===== config.mk =====
export PLATFORM = sky130hd
export DESIGN_NAME = lfsr_sng_et
export DESIGN_NICKNAME = d
export VERILOG_FILES = /design/src/rtl/lfsr_polys_pkg.sv /design/src/rtl/lfsr_next.sv /design/src/rtl/lfsr_sng_lane.sv /design/src/rtl/lfsr_sng_et.sv
export SDC_FILE = /design/constraint.sdc
export NUM_CORES = 1
export LEC_CHECK = 0
export CAP_MARGIN = 20
export CORE_ASPECT_RATIO = 0.8
export CORE_MARGIN = 2
export CORE_UTILIZATION = 37
export DETAILED_ROUTE_END_ITERATION = 6
export PLACE_DENSITY_LB_ADDON = 0.1
export SLEW_MARGIN = 20
export SYNTH_ARGS = -nofsm -noshare
export SYNTH_HDL_FRONTEND = slang
export SYNTH_SLANG_ARGS = --single-unit

===== constraint.sdc =====
create_clock -name clk -period 2.34 [get_ports clk]
set_input_delay 0.351 -clock clk [delete_from_list [all_inputs] [get_ports clk]]
set_output_delay 0.351 -clock clk [all_outputs]
set_load 0.01 [all_outputs]

===== src/rtl/lfsr_polys_pkg.sv =====
// Maximal-length Galois (right-shift) LFSR feedback masks per width,
// plus the stochastic-number-generator FSM state type.
package lfsr_polys_pkg;

  typedef enum logic [1:0] {
    IDLE = 2'd0,
    RUN  = 2'd1,
    DONE = 2'd2
  } sng_state_t;

  function automatic int unsigned lfsr_poly_count(input int unsigned width);
    int unsigned n;
    case (width)
      4:       n = 2;
      5:       n = 6;
      6:       n = 6;
      7:       n = 6;
      8:       n = 8;
      default: n = 0;
    endcase
    return n;
  endfunction

  // Out-of-range requests return 0; callers must check lfsr_poly_count.
  function automatic logic [31:0] lfsr_poly(input int unsigned width, input int unsigned idx);
    logic [31:0] p;
    p = '0;
    case (width)
      4: case (idx)
        0: p = 32'h9;  1: p = 32'hC;
        default: p = '0;
      endcase
      5: case (idx)
        0: p = 32'h12; 1: p = 32'h14; 2: p = 32'h17;
        3: p = 32'h1B; 4: p = 32'h1D; 5: p = 32'h1E;
        default: p = '0;
      endcase
      6: case (idx)
        0: p = 32'h21; 1: p = 32'h2D; 2: p = 32'h30;
        3: p = 32'h33; 4: p = 32'h36; 5: p = 32'h39;
        default: p = '0;
      endcase
      7: case (idx)
        0: p = 32'h41; 1: p = 32'h44; 2: p = 32'h47;
        3: p = 32'h48; 4: p = 32'h4E; 5: p = 32'h53;
        default: p = '0;
      endcase
      8: case (idx)
        0: p = 32'hB8; 1: p = 32'h8E; 2: p = 32'h95; 3: p = 32'h96;
        4: p = 32'hA6; 5: p = 32'hAF; 6: p = 32'hB1; 7: p = 32'hB2;
        default: p = '0;
      endcase
      default: p = '0;
    endcase
    return p;
  endfunction

endpackage


===== src/rtl/lfsr_next.sv =====
// Galois LFSR next-state: shift right, fold the feedback mask in when the LSB is set.
module lfsr_next #(
  parameter int unsigned          WIDTH = 8,
  parameter logic [WIDTH-1:0]     POLY  = WIDTH'(32'hB8)
) (
  input  logic [WIDTH-1:0] state,
  output logic [WIDTH-1:0] next_state_c
);

  assign next_state_c = (state >> 1) ^ (state[0] ? POLY : '0);

endmodule


===== src/rtl/lfsr_sng_lane.sv =====
// One SNG channel: optional private LFSR, comparator against the captured
// binary value, and a count of emitted ones.
module lfsr_sng_lane #(
  parameter int unsigned      WIDTH       = 8,
  parameter logic [WIDTH-1:0] POLY        = WIDTH'(32'hB8),
  parameter logic [WIDTH-1:0] START_STATE = WIDTH'(1),
  parameter bit               OWN_LFSR    = 1'b1
) (
  input  logic             clk,
  input  logic             rst,
  input  logic             load,
  input  logic             run,
  input  logic [WIDTH-1:0] bx,
  input  logic [WIDTH-1:0] shared_state,
  output logic [WIDTH-1:0] state,
  output logic             x_c,
  output logic [WIDTH-1:0] ones
);

  logic [WIDTH-1:0] cmp_state;

  if (OWN_LFSR) begin : g_own
    logic [WIDTH-1:0] lfsr_q;
    logic [WIDTH-1:0] lfsr_d_c;
    logic             unused_shared;

    lfsr_next #(.WIDTH(WIDTH), .POLY(POLY)) u_next (
      .state        (lfsr_q),
      .next_state_c (lfsr_d_c)
    );

    // Reseeded on reset and on every accepted start; frozen outside RUN.
    always_ff @(posedge clk) begin
      if (rst || load) lfsr_q <= START_STATE;
      else if (run)    lfsr_q <= lfsr_d_c;
    end

    assign cmp_state     = lfsr_q;
    assign unused_shared = ^shared_state;
  end else begin : g_shared
    assign cmp_state = shared_state;
  end

  assign state = cmp_state;
  assign x_c   = run & (cmp_state < bx);

  always_ff @(posedge clk) begin
    if (rst || load) ones <= '0;
    else if (run)    ones <= ones + WIDTH'(x_c);
  end

endmodule


===== src/rtl/lfsr_sng_et.sv =====
// LFSR stochastic number generator with start/done handshake, programmable
// length, early stop and per-channel ones counters.
module lfsr_sng_et
  import lfsr_polys_pkg::*;
#(
  parameter int unsigned WIDTH       = 8,
  parameter int unsigned NUM_INPUTS  = 4,
  parameter int unsigned CORR        = 0,
  parameter int unsigned START_STATE = 1
) (
  input  logic                        clk,
  input  logic                        rst,
  input  logic                        start,
  input  logic [NUM_INPUTS*WIDTH-1:0] Bxs,
  input  logic [WIDTH-1:0]            len,
  input  logic                        stop,
  output logic [NUM_INPUTS-1:0]       Xs,
  output logic                        xs_valid,
  output logic                        busy,
  output logic                        done,
  output logic [WIDTH-1:0]            cnt,
  output logic [NUM_INPUTS*WIDTH-1:0] ones
);

  localparam logic [WIDTH-1:0] SEED         = WIDTH'(START_STATE);
  localparam int unsigned      POLYS_AVAIL  = lfsr_poly_count(WIDTH);
  localparam int unsigned      POLYS_NEEDED = (CORR != 0) ? 1 : NUM_INPUTS;

  if (SEED == '0) begin : g_err_seed
    $error("lfsr_sng_et: START_STATE must be nonzero");
  end
  if (POLYS_AVAIL < POLYS_NEEDED) begin : g_err_poly
    $error("lfsr_sng_et: not enough polynomials for this WIDTH/NUM_INPUTS");
  end

  sng_state_t                  state_q;
  sng_state_t                  state_d;
  logic                        accept_c;
  logic                        run_c;
  logic [WIDTH-1:0]            len_q;
  logic [NUM_INPUTS*WIDTH-1:0] bx_q;
  logic [NUM_INPUTS*WIDTH-1:0] lane_states;

  always_ff @(posedge clk) begin
    if (rst) state_q <= IDLE;
    else     state_q <= state_d;
  end

  // Length end and stop in the same cycle collapse into one termination.
  always_comb begin
    state_d  = state_q;
    accept_c = 1'b0;
    case (state_q)
      IDLE: begin
        if (start) begin
          accept_c = 1'b1;
          state_d  = RUN;
        end
      end
      RUN: begin
        if (((cnt + WIDTH'(1)) == len_q) || stop) state_d = DONE;
      end
      DONE:    state_d = IDLE;
      default: state_d = IDLE;
    endcase
  end

  assign run_c    = (state_q == RUN);
  assign xs_valid = run_c;
  assign busy     = (state_q != IDLE);
  assign done     = (state_q == DONE);

  always_ff @(posedge clk) begin
    if (rst) begin
      len_q <= '0;
      bx_q  <= '0;
      cnt   <= '0;
    end else if (accept_c) begin
      len_q <= (len == '0) ? '1 : len;
      bx_q  <= Bxs;
      cnt   <= '0;
    end else if (run_c) begin
      cnt   <= cnt + WIDTH'(1);
    end
  end

  // Lane 0 always owns an LFSR; in correlated mode the others compare against it.
  for (genvar gi = 0; gi < NUM_INPUTS; gi++) begin : g_lane
    lfsr_sng_lane #(
      .WIDTH       (WIDTH),
      .POLY        (WIDTH'(lfsr_poly(WIDTH, (CORR != 0) ? 0 : gi))),
      .START_STATE (SEED),
      .OWN_LFSR    ((gi == 0) || (CORR == 0))
    ) u_lane (
      .clk          (clk),
      .rst          (rst),
      .load         (accept_c),
      .run          (run_c),
      .bx           (bx_q[gi*WIDTH +: WIDTH]),
      .shared_state (lane_states[WIDTH-1:0]),
      .state        (lane_states[gi*WIDTH +: WIDTH]),
      .x_c          (Xs[gi]),
      .ones         (ones[gi*WIDTH +: WIDTH])
    );
  end

  if (NUM_INPUTS > 1) begin : g_unused_states
    logic unused_states;
    assign unused_states = ^lane_states[NUM_INPUTS*WIDTH-1:WIDTH];
  end

endmodule


==> key figures <==
Power
  – Switching Fraction: about 25%
  – Cell Pwr Density: 722 nW/µm²
  – Max IR drop VDD: about 550 µV
  – Clock power share: approximately 48%
  – Comb pwr share: a little over an eighth
  – Overall power: around 5.4 mW
  – Psw: around 1.3 mW
  – Leak pwr: between 2 and 3 nW
  – Sequential power share: roughly 40%
  – Power Internal: slightly above 4 mW

STA
  – Fin. max-slew vios: 0
  – Clk_skew: 0.00879 ns
  – # setup viols final: 3
  – Worst-Margin Slew: about 0.46 ns
  – Final Critical Period: about 2.4 ns
  – Fmax: 0.417 GHz
  – Fin. Hold Viols: 0
  – RSZ-0062 raised after global routing: true
  – Hold Slack: ~0.45 ns
  – Setup WS post-layout: -0.0573 ns
  – Fin crit share: 102%
  – Relative slew slack: approximately 69%

Drt
  – DRT iter0 DRCs: about 150
  – Final ANT Viol Nets: 0
  – DR WL/cell: around 13 µm
  – DR DRC count: 0
  – TritonRoute pass-1 iters: 4
  – Drt total wl: around 13,000 µm
  – Vias per std cell: between 4 and 5
  – Vias: around 4,600

Critical path
  – Crit-path max FO: 2
  – Worst endpoint required time: ~2.6 ns
  – CP endpoint kind: flip-flop
  – Critical Path Slowest Stage Cell: dfxtp_2
  – CP Cell Sequence: inv_2, ha_4, a21o_1, a21o_1, a211oi_2, o21ai_1, o311ai_2, ha_2, ha_1, and3_1, nand2_1, xor2_1, nor2_1
  – Crit path DAT: roughly 2.7 ns
  – Critical path class: flip-flop to flip-flop
  – CP Launch Type: flip-flop
  – CP max stage delay: roughly 0.33 ns
  – Crit path top cell by count: a21o_1

Synthesis
  – Synth Area in Compound Gates: ~12%
  – Post-Syn Instances: between 600 and 700
  – Synthesized area per cell: between 8 and 9 µm²
  – Top-count cell post-synth: nand2_1
  – Proportion of synthesized area in mux cells: 0%
  – YS warnings: 0
  – Post-synthesis instance area: about 5300 µm²
  – Yosys cell types: 39
  – Top cells by count, synth: 134 x nand2_1, 114 x dfxtp_1, 66 x nor2_1
  – Top cells by area, synth: dfxtp_1 43%, nand2_1 9.4%, ha_1 8.7%, a21oi_1 5.5%, nor2_1 4.7%
  – Post-Synth XOR/XNOR Area: between 9 and 10%
  – Register area share after synthesis: a little over two fifths
  – Post-synth ARST share: 0%
  – EDFF count, synth: 0
  – Synth Register Bits: roughly 110
  – Top-area cell type share of the netlist area: a little over two fifths
  – Combinational family with the most area after synthesis: simple AND/OR/NAND/NOR gates
  – Net Count, Synth: 730
  – Synth Area in Adders: under 10%
  – Synth Area in Simple Gates: 22.3%
  – Largest area contributor in the netlist: dfxtp_1
  – Post-synth top flop: dfxtp_1

Clocking
  – H-tree levels: 4
  – Max clock buf depth: 2
  – CTS Buf Count: 17
  – Clock-pin slew on the worst setup and hold paths: around 0.050 ns
  – CTS Root Cell: clkbuf_16
  – CTS tree: built
  – CTS hold repair buffers: 0
  – CTS Sinks: roughly 110
  – Worst-Skew Late Latency: approximately 0.41 ns

Run status
  – Failing checks: setup timing
  – Status: finished with violations

Worst hold path
  – Worst hold path type: flip-flop to flip-flop

Placed design
  – Routability congestion estimate: just under 0.8
  – Post-DP Area: 6550 µm²
  – PortBufs: 90
  – Placed Cells: around 900
  – Dpl hpwl: approximately 8700 µm

Finish
  – N_diodes: 0
  – Share of layout cells above drive strength 1: 16.7%
  – Finished Layout Cells: roughly 950
  – Final core occ: a little over half
  – Layout area overhead: 39.7%
  – Final nets: approximately 840
  – Fillers: roughly 1,300
  – Design area: around 7400 µm²

Global route
  – GRT overflow: 0
  – First-pass GRT wire length: approximately 21,000 µm
  – GRT Overall Usage: roughly 17%
  – Vias in the first global route: 4,353
  – Initial antenna violation count: 0
  – Largest net degree at the start of global routing: 56

Die
  – I/O pin cnt: between 90 and 100
  – Die footprint: 15,400 µm²
  – Die Y: 111 µm
  – Total core area: 14,200 µm²
  – Cell Rows: 39
  – Initial Util: a little under two fifths
  – Die W: roughly 140 µm

Run
  – Max-cap viol count: 0
==> power groups by stage <==
stage	sequential, mW	clock [mW]	combinational (mW)
6_report	2.09	2.57	0.715
5_1_grt	2.10	2.70	0.805
4_1_cts	2.09	2.62	0.701
3_5_place_dp	2.12	0	0.652
3_3_place_gp	2.12	0	0.646
2_1_floorplan	2.11	0	0.393
==> state kept, by name, summed over array words and instances, names as in the netlist <==
name                 cells
g_lane.u_lane.ones      32
bx_q                    32
len_q                    8
state_q                  2
cnt                      8
g_lane.u_lane.state     32
==> final timing paths <==
| check | depth (start not counted) | start | end | slack [ns] |
|---|---|---|---|---|
| worst min-delay path | 2 | bx_q[5] | bx_q[5] | 0.45 |
| worst max-delay path | 13 | bx_q[17] | g_lane[2].u_lane.ones[4] | -0.06 |
| worst max register to register | 13 | bx_q[17] | g_lane[2].u_lane.ones[4] | -0.06 |
| worst min register to register | 2 | bx_q[5] | bx_q[5] | 0.45 |
==> stage by stage <==
stage	setup TNS (ns)	setup WS [ns]
2_1_floorplan	0	0.0881
3_3_place_gp	-1.98	-0.177
3_5_place_dp	-2.65	-0.205
4_1_cts	-0.0465	-0.0465
5_1_grt	-1.41	-0.173
6_report	-0.0795	-0.0573
==> area by class of cell <==
| class | count | area, µm² | share of cell area (%) |
|---|---|---|---|
| multi-input combinational | 462 | 2980 | 40.1 |
| sequential | 114 | 2290 | 30.8 |
| timing repair buffer | 129 | 1220 | 16.5 |
| clock buffer | 21 | 480 | 6.46 |
| tap | 184 | 230 | 3.09 |
| inverter | 32 | 123 | 1.65 |
| clock inverter | 10 | 108 | 1.45 |
==> critical path, delay by kind of cell, from the launching register on <==
| family | cells | cell delay, ns |
|---|---|---|
| buf+inv | 1 | 0.04 |
| flops | 1 | 0.33 |
| xor+xnor | 1 | 0.16 |
| simple gates | 3 | 0.30 |
| fa+ha+maj | 3 | 0.62 |
| compound gates | 5 | 0.82 |
==> kinds of logic after synthesis <==
kind of cell,Yosys count
compound gates,103
buf+inv,73
simple gates,267
flops,114
fa+ha+maj,37
xor+xnor,55
==> repair_timing <==
action,CTS,global route
gates cloned,0,0
setup endpoints to repair,25,26
pin swaps,21,26
setup buffers,3,3
resized for setup,49,36
hold endpoints to repair,0,0
==> metal layers <==
layer	part of all wire (%)	up-vias	wire [µm]	track usage [%]
li1	-	2373	-	-
met1	51	2094	6500	23.8
met2	44	81	5550	25.0
met3	4.0	14	504	4.75
met4	1.2	0	151	5.85
met5	0	-	0	0
==> placed cells by master, fill, tap and decap left out, drive strengths merged, types with 3 or more instances in the layout <==
cell type / n
clkinvlp: 3
and4: 5
nand2b: 7
clkdlybuf4s50: 85
xor2: 27
and3: 5
a211oi: 18
buf: 43
inv: 32
ha: 37
clkbuf: 21
nand3: 14
o21ai: 11
nand4: 8
o311ai: 4
nor3: 9
nand2: 134
or4: 5
a21o: 8
clkinv: 5
dfxtp: 114
xnor2: 28
nor4: 6
nor2: 66
a21oi: 59
Power figures use the tool's default switching activity.
